[src/rtl/dcache_pkg.sv]
// Shared types and address-split helpers for the data cache.
// Imported by data_cache and dcache_array.
package dcache_pkg;

  typedef enum logic [1:0] {IDLE, REFILL, WRITE} dcache_state_t;

  localparam int DC_AW    = 32;
  localparam int DC_DW    = 32;
  localparam int DC_LINES = 16;
  localparam int DC_WPL   = 4;

  function automatic int byte_bits(int dw);
    return $clog2(dw / 8);
  endfunction

  function automatic int offset_bits(int dw, int wpl);
    return $clog2(dw / 8) + $clog2(wpl);
  endfunction

  function automatic int index_bits(int lines);
    return $clog2(lines);
  endfunction

  function automatic int tag_bits(int aw, int dw, int lines, int wpl);
    return aw - offset_bits(dw, wpl) - index_bits(lines);
  endfunction

  localparam int OFFSET_BITS = offset_bits(DC_DW, DC_WPL);
  localparam int INDEX_BITS  = index_bits(DC_LINES);
  localparam int TAG_BITS    = tag_bits(DC_AW, DC_DW, DC_LINES, DC_WPL);

endpackage

[src/rtl/dcache_array.sv]
// Tag/valid/data storage: one async read port, one byte-masked write
// port, per-line valid clear and tag commit.
module dcache_array
  import dcache_pkg::*;
#(
  parameter int DW    = DC_DW,
  parameter int LINES = DC_LINES,
  parameter int WPL   = DC_WPL,
  parameter int TW    = TAG_BITS,
  parameter int IW    = INDEX_BITS,
  parameter int WW    = $clog2(DC_WPL)
) (
  input  logic            clk,
  input  logic            rst,
  input  logic [IW-1:0]   rd_index_i,
  input  logic [WW-1:0]   rd_word_i,
  output logic            rd_valid_o,
  output logic [TW-1:0]   rd_tag_o,
  output logic [DW-1:0]   rd_data_o,
  input  logic            wr_en_i,
  input  logic [IW-1:0]   wr_index_i,
  input  logic [WW-1:0]   wr_word_i,
  input  logic [DW/8-1:0] wr_be_i,
  input  logic [DW-1:0]   wr_data_i,
  input  logic            clr_en_i,
  input  logic [IW-1:0]   clr_index_i,
  input  logic            commit_en_i,
  input  logic [IW-1:0]   commit_index_i,
  input  logic [TW-1:0]   commit_tag_i
);

  logic [LINES-1:0] valid_q, valid_d;
  logic [TW-1:0]    tag_q  [LINES];
  logic [DW-1:0]    data_q [LINES][WPL];

  assign rd_valid_o = valid_q[rd_index_i];
  assign rd_tag_o   = tag_q[rd_index_i];
  assign rd_data_o  = data_q[rd_index_i][rd_word_i];

  // Next valid vector: clear on refill entry, set on line commit.
  always_comb begin
    valid_d = valid_q;
    if (clr_en_i) valid_d[clr_index_i] = 1'b0;
    if (commit_en_i) valid_d[commit_index_i] = 1'b1;
  end

  // Valid bits are the only reset state in the array.
  always_ff @(posedge clk) begin
    if (rst) valid_q <= '0;
    else     valid_q <= valid_d;
  end

  // Tag written when a refill completes.
  always_ff @(posedge clk) begin
    if (commit_en_i) tag_q[commit_index_i] <= commit_tag_i;
  end

  // Byte-masked data write (refill beats and store hits).
  always_ff @(posedge clk) begin
    if (wr_en_i) begin
      for (int b = 0; b < DW / 8; b++) begin
        if (wr_be_i[b])
          data_q[wr_index_i][wr_word_i][8*b +: 8] <= wr_data_i[8*b +: 8];
      end
    end
  end

endmodule

[src/rtl/data_cache.sv]
// Direct-mapped write-through no-write-allocate data cache.
// Optional hit/miss counters with DCACHE_STATS_EN.
module data_cache
  import dcache_pkg::*;
#(
  parameter int ADDRESS_WIDTH  = DC_AW,
  parameter int DATA_WIDTH     = DC_DW,
  parameter int NUM_LINES      = DC_LINES,
  parameter int WORDS_PER_LINE = DC_WPL
) (
  input  logic                    clk,
  input  logic                    rst,
  input  logic                    cpu_req,
  input  logic                    cpu_we,
  input  logic                    cpu_byte,
  input  logic [ADDRESS_WIDTH-1:0] cpu_addr,
  input  logic [DATA_WIDTH-1:0]   cpu_wdata,
  output logic [DATA_WIDTH-1:0]   cpu_rdata,
  output logic                    cpu_ready,
  output logic                    mem_req,
  output logic                    mem_we,
  output logic [ADDRESS_WIDTH-1:0] mem_addr,
  output logic [DATA_WIDTH-1:0]   mem_wdata,
  output logic [DATA_WIDTH/8-1:0] mem_wstrb,
  input  logic                    mem_ready,
  input  logic [DATA_WIDTH-1:0]   mem_rdata
`ifdef DCACHE_STATS_EN
  ,
  output logic [31:0]             hit_count,
  output logic [31:0]             miss_count
`endif
);

  localparam int AW = ADDRESS_WIDTH;
  localparam int DW = DATA_WIDTH;
  localparam int BE = DW / 8;
  localparam int BB = byte_bits(DW);
  localparam int WB = $clog2(WORDS_PER_LINE);
  localparam int IB = index_bits(NUM_LINES);
  localparam int TB = tag_bits(AW, DW, NUM_LINES, WORDS_PER_LINE);
  localparam int LB = AW - BB - WB;

  dcache_state_t state_q, state_d;
  logic [WB-1:0] beat_q, beat_d;
  logic [LB-1:0] line_q, line_d;

  logic [BB-1:0] byte_off;
  logic [WB-1:0] word_sel;
  logic [IB-1:0] idx;
  logic [TB-1:0] tag;

  assign byte_off = cpu_addr[BB-1:0];
  assign word_sel = cpu_addr[BB +: WB];
  assign idx      = cpu_addr[BB+WB +: IB];
  assign tag      = cpu_addr[AW-1 -: TB];

  logic          rd_valid;
  logic [TB-1:0] rd_tag;
  logic [DW-1:0] rd_data;
  logic          hit;

  logic          wr_en;
  logic [IB-1:0] wr_index;
  logic [WB-1:0] wr_word;
  logic [BE-1:0] wr_be;
  logic [DW-1:0] wr_data;
  logic          clr_en;
  logic          commit_en;

  logic [BE-1:0] st_be;
  logic [DW-1:0] st_data;
  logic [7:0]    rd_byte;

  assign hit     = rd_valid && (rd_tag == tag);
  assign st_be   = cpu_byte ? (BE'(1) << byte_off) : '1;
  assign st_data = cpu_byte ? {BE{cpu_wdata[7:0]}} : cpu_wdata;
  assign rd_byte = rd_data[{byte_off, 3'b000} +: 8];

  assign cpu_rdata = cpu_byte ? {{(DW-8){1'b0}}, rd_byte} : rd_data;

  dcache_array #(
    .DW    (DW),
    .LINES (NUM_LINES),
    .WPL   (WORDS_PER_LINE),
    .TW    (TB),
    .IW    (IB),
    .WW    (WB)
  ) u_array (
    .clk            (clk),
    .rst            (rst),
    .rd_index_i     (idx),
    .rd_word_i      (word_sel),
    .rd_valid_o     (rd_valid),
    .rd_tag_o       (rd_tag),
    .rd_data_o      (rd_data),
    .wr_en_i        (wr_en),
    .wr_index_i     (wr_index),
    .wr_word_i      (wr_word),
    .wr_be_i        (wr_be),
    .wr_data_i      (wr_data),
    .clr_en_i       (clr_en),
    .clr_index_i    (idx),
    .commit_en_i    (commit_en),
    .commit_index_i (line_q[IB-1:0]),
    .commit_tag_i   (line_q[LB-1 -: TB])
  );

  // State, refill beat and latched refill line; line survives a dropped cpu_req.
  always_ff @(posedge clk) begin
    if (rst) begin
      state_q <= IDLE;
      beat_q  <= '0;
      line_q  <= '0;
    end else begin
      state_q <= state_d;
      beat_q  <= beat_d;
      line_q  <= line_d;
    end
  end

  // Next state, bus outputs and array write steering.
  always_comb begin
    state_d   = state_q;
    beat_d    = beat_q;
    line_d    = line_q;
    cpu_ready = 1'b0;
    mem_req   = 1'b0;
    mem_we    = 1'b0;
    mem_addr  = '0;
    mem_wdata = '0;
    mem_wstrb = '0;
    wr_en     = 1'b0;
    wr_index  = idx;
    wr_word   = word_sel;
    wr_be     = st_be;
    wr_data   = st_data;
    clr_en    = 1'b0;
    commit_en = 1'b0;
    unique case (state_q)
      IDLE: begin
        if (cpu_req) begin
          if (cpu_we) begin
            state_d = WRITE;
          end else if (hit) begin
            cpu_ready = 1'b1;
          end else begin
            state_d = REFILL;
            clr_en  = 1'b1;
            line_d  = {tag, idx};
            beat_d  = '0;
          end
        end
      end
      REFILL: begin
        mem_req  = 1'b1;
        mem_addr = {line_q, beat_q, {BB{1'b0}}};
        if (mem_ready) begin
          wr_en    = 1'b1;
          wr_index = line_q[IB-1:0];
          wr_word  = beat_q;
          wr_be    = '1;
          wr_data  = mem_rdata;
          if (beat_q == WB'(WORDS_PER_LINE - 1)) begin
            commit_en = 1'b1;
            beat_d    = '0;
            state_d   = IDLE;
          end else begin
            beat_d = beat_q + WB'(1);
          end
        end
      end
      WRITE: begin
        mem_req   = 1'b1;
        mem_we    = 1'b1;
        mem_addr  = {cpu_addr[AW-1:BB], {BB{1'b0}}};
        mem_wdata = st_data;
        mem_wstrb = st_be;
        if (mem_ready) begin
          cpu_ready = cpu_req;
          wr_en     = hit;
          state_d   = IDLE;
        end
      end
      default: state_d = IDLE;
    endcase
  end

`ifdef DCACHE_STATS_EN
  logic        load_hit, load_miss;
  logic        refilled_q;
  logic [31:0] hit_q, miss_q;

  assign load_hit  = (state_q == IDLE) && cpu_req && !cpu_we && hit;
  assign load_miss = (state_q == IDLE) && cpu_req && !cpu_we && !hit;

  // A load counts once: the hit that completes a refill is not a hit.
  always_ff @(posedge clk) begin
    if (rst) begin
      hit_q      <= '0;
      miss_q     <= '0;
      refilled_q <= 1'b0;
    end else begin
      if (load_hit && !refilled_q) hit_q <= hit_q + 32'd1;
      if (load_miss) miss_q <= miss_q + 32'd1;
      if (commit_en) refilled_q <= 1'b1;
      else if (state_q == IDLE) refilled_q <= 1'b0;
    end
  end

  assign hit_count  = hit_q;
  assign miss_count = miss_q;
`endif

endmodule
[config.mk]
export PLATFORM = sky130hd
export DESIGN_NAME = data_cache
export DESIGN_NICKNAME = d
export VERILOG_FILES = /design/src/rtl/dcache_pkg.sv /design/src/rtl/dcache_array.sv /design/src/rtl/data_cache.sv
export SDC_FILE = /design/constraint.sdc
export NUM_CORES = 2
export LEC_CHECK = 0
export ABC_AREA = 1
export CAP_MARGIN = 20
export CORE_UTILIZATION = 40
export DETAILED_ROUTE_END_ITERATION = 16
export HOLD_SLACK_MARGIN = 0.12
export PLACE_DENSITY = 0.66
export SLEW_MARGIN = 5
export SYNTH_ARGS = -nofsm -noshare
export SYNTH_HDL_FRONTEND = slang
export SYNTH_HIERARCHICAL = 1
export SYNTH_SLANG_ARGS = --single-unit
[constraint.sdc]
create_clock -name clk -period 3.55 [get_ports clk]
set_input_delay 0.71 -clock clk [delete_from_list [all_inputs] [get_ports clk]]
set_output_delay 0.71 -clock clk [all_outputs]
set_load 0.005 [all_outputs]
== After elaboration in Yosys (flattened, before gate mapping) ==
Memories as Yosys holds them, arrays and structs flattened.
Index checks and enable logic that the tools add are counted.
Cells by class
  eq/ne operators: 11
  multiplexer cells: 461
  add/subtract/negate cells: 1
  shift operators: 2
  reduce and logical (&&, ||, !) cells: 10
  bitwise gates (word level): 391
  order comparisons: 7
Operators with widths (number)
  $mux 128: 4
  $mux 1: 412
  $or 1x1->1: 384
  $demux 32 s2: 4
  $mux 32: 8
  $bmux 32 s2: 1
  $pmux 32 s2: 1
  $mux 16: 3
  $shiftx 32x6->8: 1
  $mux 2: 13
  $eq 24x24->1: 1
  $mux 24: 1
  $mux 4: 6
  $and 16x16->16: 1
  $not 16->16: 1
  $or 16x16->16: 1
  $ne 2x2->1 const B: 6
  $lt 4x5->1 const B: 2
  $reduce_and 5->1: 2
  $demux 1 s4: 2
  $ge 4x1->1 const B: 2
  $mux 8: 1
  $ge 3x3->1 const B: 2
  $not 2->3: 2
  other kinds (16): 22
Storage, ports and cells
  memories: 2
  bits in writable memories: 2432
  word-level logic and storage cells: 889
  flip-flop bits (word level): 48
Memory list
  u_array.data_q: words 16, width 128, rd ports 1, clocked after Yosys merged registers in 0, write ports 1, line dcache_array.sv:34  | logic [DW-1:0] data_q [LINES][WPL];
  u_array.tag_q: words 16, width 24, rd ports 1, clocked after Yosys merged registers in 0, write ports 1, line dcache_array.sv:33  | logic [TW-1:0] tag_q [LINES];

== Depth between registers and ports, before layout ==
  word-level depth: 11
  depth in mapped cells: 25
  gate-level depth less buffers: 20

== By module ==
The synthesis kept the hierarchy.
Modules (own cells, without submodules)
  dcache_array: cells an instance 8190, area an instance 99168.9 um^2, times used 1, seq. area each 73350.3 um^2
  data_cache: cells an instance 724, area an instance 3714.8 um^2, times used 1, seq. area each 640.6 um^2

== Worst setup path after synthesis ==
OpenSTA, ideal clock, no wires.
  kind: input to register
  start point: in cpu_addr[4]
  end point: mem u_array/data_q[10][40] (netlist bit) (enable)
  slack: -0.314 ns
  arrival: 3.494 ns
  setup time: 0.370 ns
  stages on the path: 23
  cells stage by stage: buf_6 inv_6 buf_6 buf_6 buf_2 nor2_1 o22ai_1 nand2_1 nand2_1 nand2_1 o21ai_1 xnor2_1 nand2_1 nor2_1 nand2_1 nor2_2 nand4_1 a21oi_1 nand2_1 inv_1 nand2_1 clkbuf_1 nor2_1
Between the ends
  word-level cells in the longest chain between the ends: 10
Ends and longest elaborated chain
  from (decl): line data_cache.sv:16  | input logic [ADDRESS_WIDTH-1:0] cpu_addr,
  $mem_v2 16x24 *
  net rd_tag[2]: line data_cache.sv:58  | logic [TB-1:0] rd_tag;
  $eq 24x24->1 *: line data_cache.sv:74  | assign hit = rd_valid && (rd_tag == tag);
  $logic_and 1x1->1 *: line data_cache.sv:74
  $mux 1 *: line data_cache.sv:178  | if (mem_ready) begin
  $pmux 1 s2 *: line data_cache.sv:139  | unique case (state_q)
  net wr_en: line data_cache.sv:62  | logic wr_en;
  $mux 1: line dcache_array.sv:60  | if (wr_en_i) begin
  $mux 128 (implied by the code): line dcache_array.sv:63  | data_q[wr_index_i][wr_word_i][8*b +: 8] <= wr_data_i[8*b +: 8];
  $or 1x1->1 (no line) (2 in a row)
  $or 1x1->1 (no line) *
  to (decl): line dcache_array.sv:34
The timed path passes the listed nets; every way through them passes the cells marked *. The select of a mux whose other input is x is not followed.

== Final worst setup path ==
  start point: in cpu_addr[4]
  end point: out cpu_rdata[4]
Between the ends
  word-level cells in the longest chain between the ends: 6
Ends and longest elaborated chain
  $mem_v2 16x128
  $bmux 32 s2: line dcache_array.sv:38  | assign rd_data_o = data_q[rd_index_i][rd_word_i];
  $mux 32 (implied by the code) (2 in a row): line dcache_array.sv:38
  net rd_data[28]: line data_cache.sv:59  | logic [DW-1:0] rd_data;
  $shiftx 32x6->8: line data_cache.sv:77  | assign rd_byte = rd_data[{byte_off, 3'b000} +: 8];
  $mux 32: line data_cache.sv:79  | assign cpu_rdata = cpu_byte ? {{(DW-8){1'b0}}, rd_byte} : rd_data;
  to (decl): line data_cache.sv:18  | output logic [DATA_WIDTH-1:0] cpu_rdata,
The timed path passes the listed nets, and every way through them passes these cells. The select of a mux whose other input is x is not followed.

==> impl_metrics.py <==
metrics = {
    "clock_tree": {
        "clk_pin_slew_ns": 0.06,
        "clk_latency_ns": 0.93,
        "numCtsBuffers": 230,
        "cts_root_buf": "clkbuf_16",
        "clockBufferDepth": 3,
        "cts_tree": "built",
        "h-tree-depth": 4,
        "ctsHoldBuffers": 0,
        "cts_sinks": 2480,
    },
    "critical_path": {
        "crit_type": "in2out",
        "startpoint_type": "input port",
        "worstSetupStartpoint": "cpu_addr[4]",
        "r2r_start": "state_q[1]$_SDFFE_PP0P_",
        "required_ns": 2.84,
        "cp-end-kind": "output port",
        "cp_max_fo": 18,
        "arrival_ns": 3.31,
    },
    "synth": {
        "yosys_warnings": 6,
        "synthesis.area_sq_um": 103000,
        "ys_seq_area_share_pct": 71.9,
        "syn_avg_cell_area_sq_um": 11.5,
        "synthAdderAreaFrac_pct": 0.0486,
        "synth.distinct_cells": 36,
        "synthCells": 8914,
        "synthMuxAreaShare_pct": 0.131,
        "yosys.area_share.simple_pct": 21.0,
        "synth_xor_area_share_pct": 0.0426,
        "synth_top_family_by_area": "simple AND/OR/NAND/NOR gates",
        "synth_compound_area_share_pct": 2.86,
        "ys_ff_latch": 2480,
    },
    "drt": {
        "viasPerCell": 5.67,
        "routed_wl_um": 330000,
        "wl_met1_um": 123000,
        "dr.max_layer_used": "met4",
        "met3_wirelength_um": 35600,
        "drtIter0Drc": 9497,
        "wl_met2_um": 152000,
        "wl_per_cell_um": 24.8,
        "firstDrtPassIters": 7,
        "vias": 75441,
        "ant_nets": 0,
        "drc_errors": 0,
    },
    "hold_path": {
        "hold_start": "cpu_addr[7]",
        "hp-class": "in2reg",
    },
    "timing": {
        "fmax_ghz": 0.249,
        "maxSlewViolCount": 0,
        "setup_viol": 2020,
        "max-slew-margin-rel_pct": 12.0,
        "min_period_over_period_pct": 113,
        "hold_violations": 0,
        "rsz0062_at_grt": "true",
        "worst_pin_slew_ns": 1.32,
        "layout_setup_ws_ns": -0.471,
        "fin_worst_skew_ns": 0.0805,
        "final.min_clock_period_ns": 4.02,
    },
    "die": {
        "coreArea_sq_um": 255000,
        "fp.dieArea_sq_um": 259000,
        "die_h_um": 509,
        "floorplan.io_pins": 205,
        "rows": 185,
        "die_w_um": 509,
        "initial_core_util_pct": 40.4,
    },
    "placement": {
        "dp.cells": 12735,
        "port_buffers": 202,
        "gp_congestion": 0.984,
        "dp_hpwl_um": 199000,
    },
    "cells_and_area": {
        "final_cells": 13299,
        "multi_input_area_sq_um": 29300,
        "finish.utilization_pct": 51.2,
        "n_fill_cell": 20904,
        "nNetsFinal": 9839,
        "seq_area_sq_um": 74000,
        "area_growth_pct": 26.9,
        "mostFrequentLayoutCells": "2432 x edfxtp_1, 2373 x nand2_1, 1724 x nand3_1",
        "drive_gt1_share_pct": 21.2,
        "final_common_cell": "edfxtp_1",
    },
    "power": {
        "power.leakage_nw": 46.3,
        "vdd_ir_drop_max_mv": 0.606,
        "p_per_area_nw_per_um2": 535,
    },
    "grt": {
        "grt_pass1_vias": 71457,
        "antenna_found_initial": 2,
        "grt_use_total_pct": 24.6,
        "grt-ovfl-total": 0,
        "grt_pass1_wl_um": 470000,
        "grt_max_degree": 65,
    },
    "status": {
        "violations": "negative setup slack",
        "status": "complete, but fails checks",
    },
    "flow_run": {
        "max_cap_violations": 0,
    },
}
per-stage QoR:
stage / power (W) / worst slack (ns) / cell area (sq um) / hold WS [ns] / TNS (ns)
floorplan: 0.0390 / -0.0849 / 104000 / 0.441 / -207.91
global placement: 0.0442 / -1.12 / 117000 / 0.456 / -1833.82
detailed placement: 0.0443 / -1.10 / 117000 / 0.468 / -1725.37
CTS: 0.0694 / -0.393 / 128000 / 0.276 / -32.86
global route: 0.0715 / -0.533 / 131000 / 0.313 / -427.20
finish: 0.0698 / -0.471 / 131000 / 0.327 / -163.11
registers in the layout (all words and copies together), names as in the netlist:
name / count
beat_q: 2
u_array/valid_q: 16
u_array/data_q: 2048
line_q: 28
u_array/tag_q: 384
state_q: 2
critical path, cell delays in order:
cell and delay [ns]:
buf_16 0.17, clkinv_16 0.12, buf_16 0.18, buf_12 0.16
buf_16 0.16, nand2_1 0.07, nand3_1 0.08, nand3_1 0.10
nand2_1 0.07, nand2_2 0.08, nand3_1 0.09, nand3_1 0.09
nand2_1 0.06, inv_2 0.12, o22ai_2 0.10, o21ai_1 0.18
buf_4 0.21, o21ai_1 0.08, buf_4 0.15, dlygate4sd2_1 0.26
cell usage after synthesis:
| master | number | share of area (%) |
|---|---|---|
| nand2_1 | 2497 | 9.1 |
| edfxtp_1 | 2432 | 71 |
| nand3_1 | 1917 | 9.3 |
| nor2_1 | 677 | 2.5 |
| o21ai_0 | 256 | 1.2 |
| buf_2 | 235 | 1.1 |
| clkbuf_1 | 165 | 0.60 |
| inv_1 | 159 | 0.58 |
| a21oi_1 | 103 | 0.50 |
| buf_6 | 89 | 0.97 |
| o22ai_1 | 69 | 0.42 |
| buf_1 | 63 | 0.23 |
| dfxtp_1 | 48 | 0.93 |
| buf_4 | 41 | 0.30 |
| o21ai_1 | 37 | 0.18 |
| o221ai_1 | 35 | 0.30 |
| o211ai_1 | 26 | 0.19 |
| mux2_2 | 12 | 0.13 |
| nor2_2 | 12 | 0.073 |
| inv_2 | 6 | 0.022 |
| ha_1 | 4 | 0.049 |
| nand4_1 | 4 | 0.024 |
| nor3_1 | 4 | 0.019 |
| xnor2_1 | 4 | 0.034 |
| buf_12 | 3 | 0.058 |
| clkbuf_2 | 3 | 0.015 |
| clkinv_1 | 2 | 0.0073 |
| nand2_2 | 2 | 0.012 |
| o31ai_1 | 2 | 0.015 |
| a211oi_1 | 1 | 0.0073 |
| buf_8 | 1 | 0.015 |
| conb_1 | 1 | 0.0036 |
| inv_6 | 1 | 0.0085 |
| nand3b_1 | 1 | 0.0073 |
| or2_2 | 1 | 0.0061 |
| xor2_1 | 1 | 0.0085 |
power breakdown:
part	total, W	switching (W)	internal (W)
sequential	0.0343	0.000292	0.0340
combinational	0.0107	0.00747	0.00323
clock	0.0248	0.0110	0.0138
final timing paths:
kind / to / depth (start not counted) / slack [ns]
hold reg to reg: u_array/valid_q[4]$_SDFF_PP0_ / 2 / 0.47
setup / recovery: cpu_rdata[4] / 20 / -0.47
setup reg to reg: u_array/data_q[1][105]$_DFFE_PP_ / 13 / -0.08
hold / removal: line_q[3]$_SDFFE_PP0P_ / 4 / 0.33
area by class of cell:
class	count	area share, %
diodes	2	0.00383
clock buffers	277	4.56
clock inverters	153	1.24
inverters	168	0.568
multi-input cells	5667	22.5
flip-flops and latches	2480	56.7
well taps	3366	3.23
repair buffers	1183	11.2
repair inverters	3	0.0374
kinds of logic after synthesis:
logic type,Yosys count
compound gates,529
xor+xnor,5
simple gates,5115
buf+inv,768
flops,2480
fa+ha+maj,4
mux,12
other cells,1
routing by layer:
layer  vias up  track usage, %
met5         -               0
met4         0            12.8
met3       826            4.44
met2      4704            38.9
met1     36751            32.3
li1      33160               -
repair_timing:
action	in CTS	in global routing
resized for setup	637	515
pin swaps	154	162
endpoints found under the hold margin	0	0
setup buffers	74	26
setup endpoints to repair	822	2107
gates cloned	34	23
Note: power is estimated with default switching activity, not from simulation.
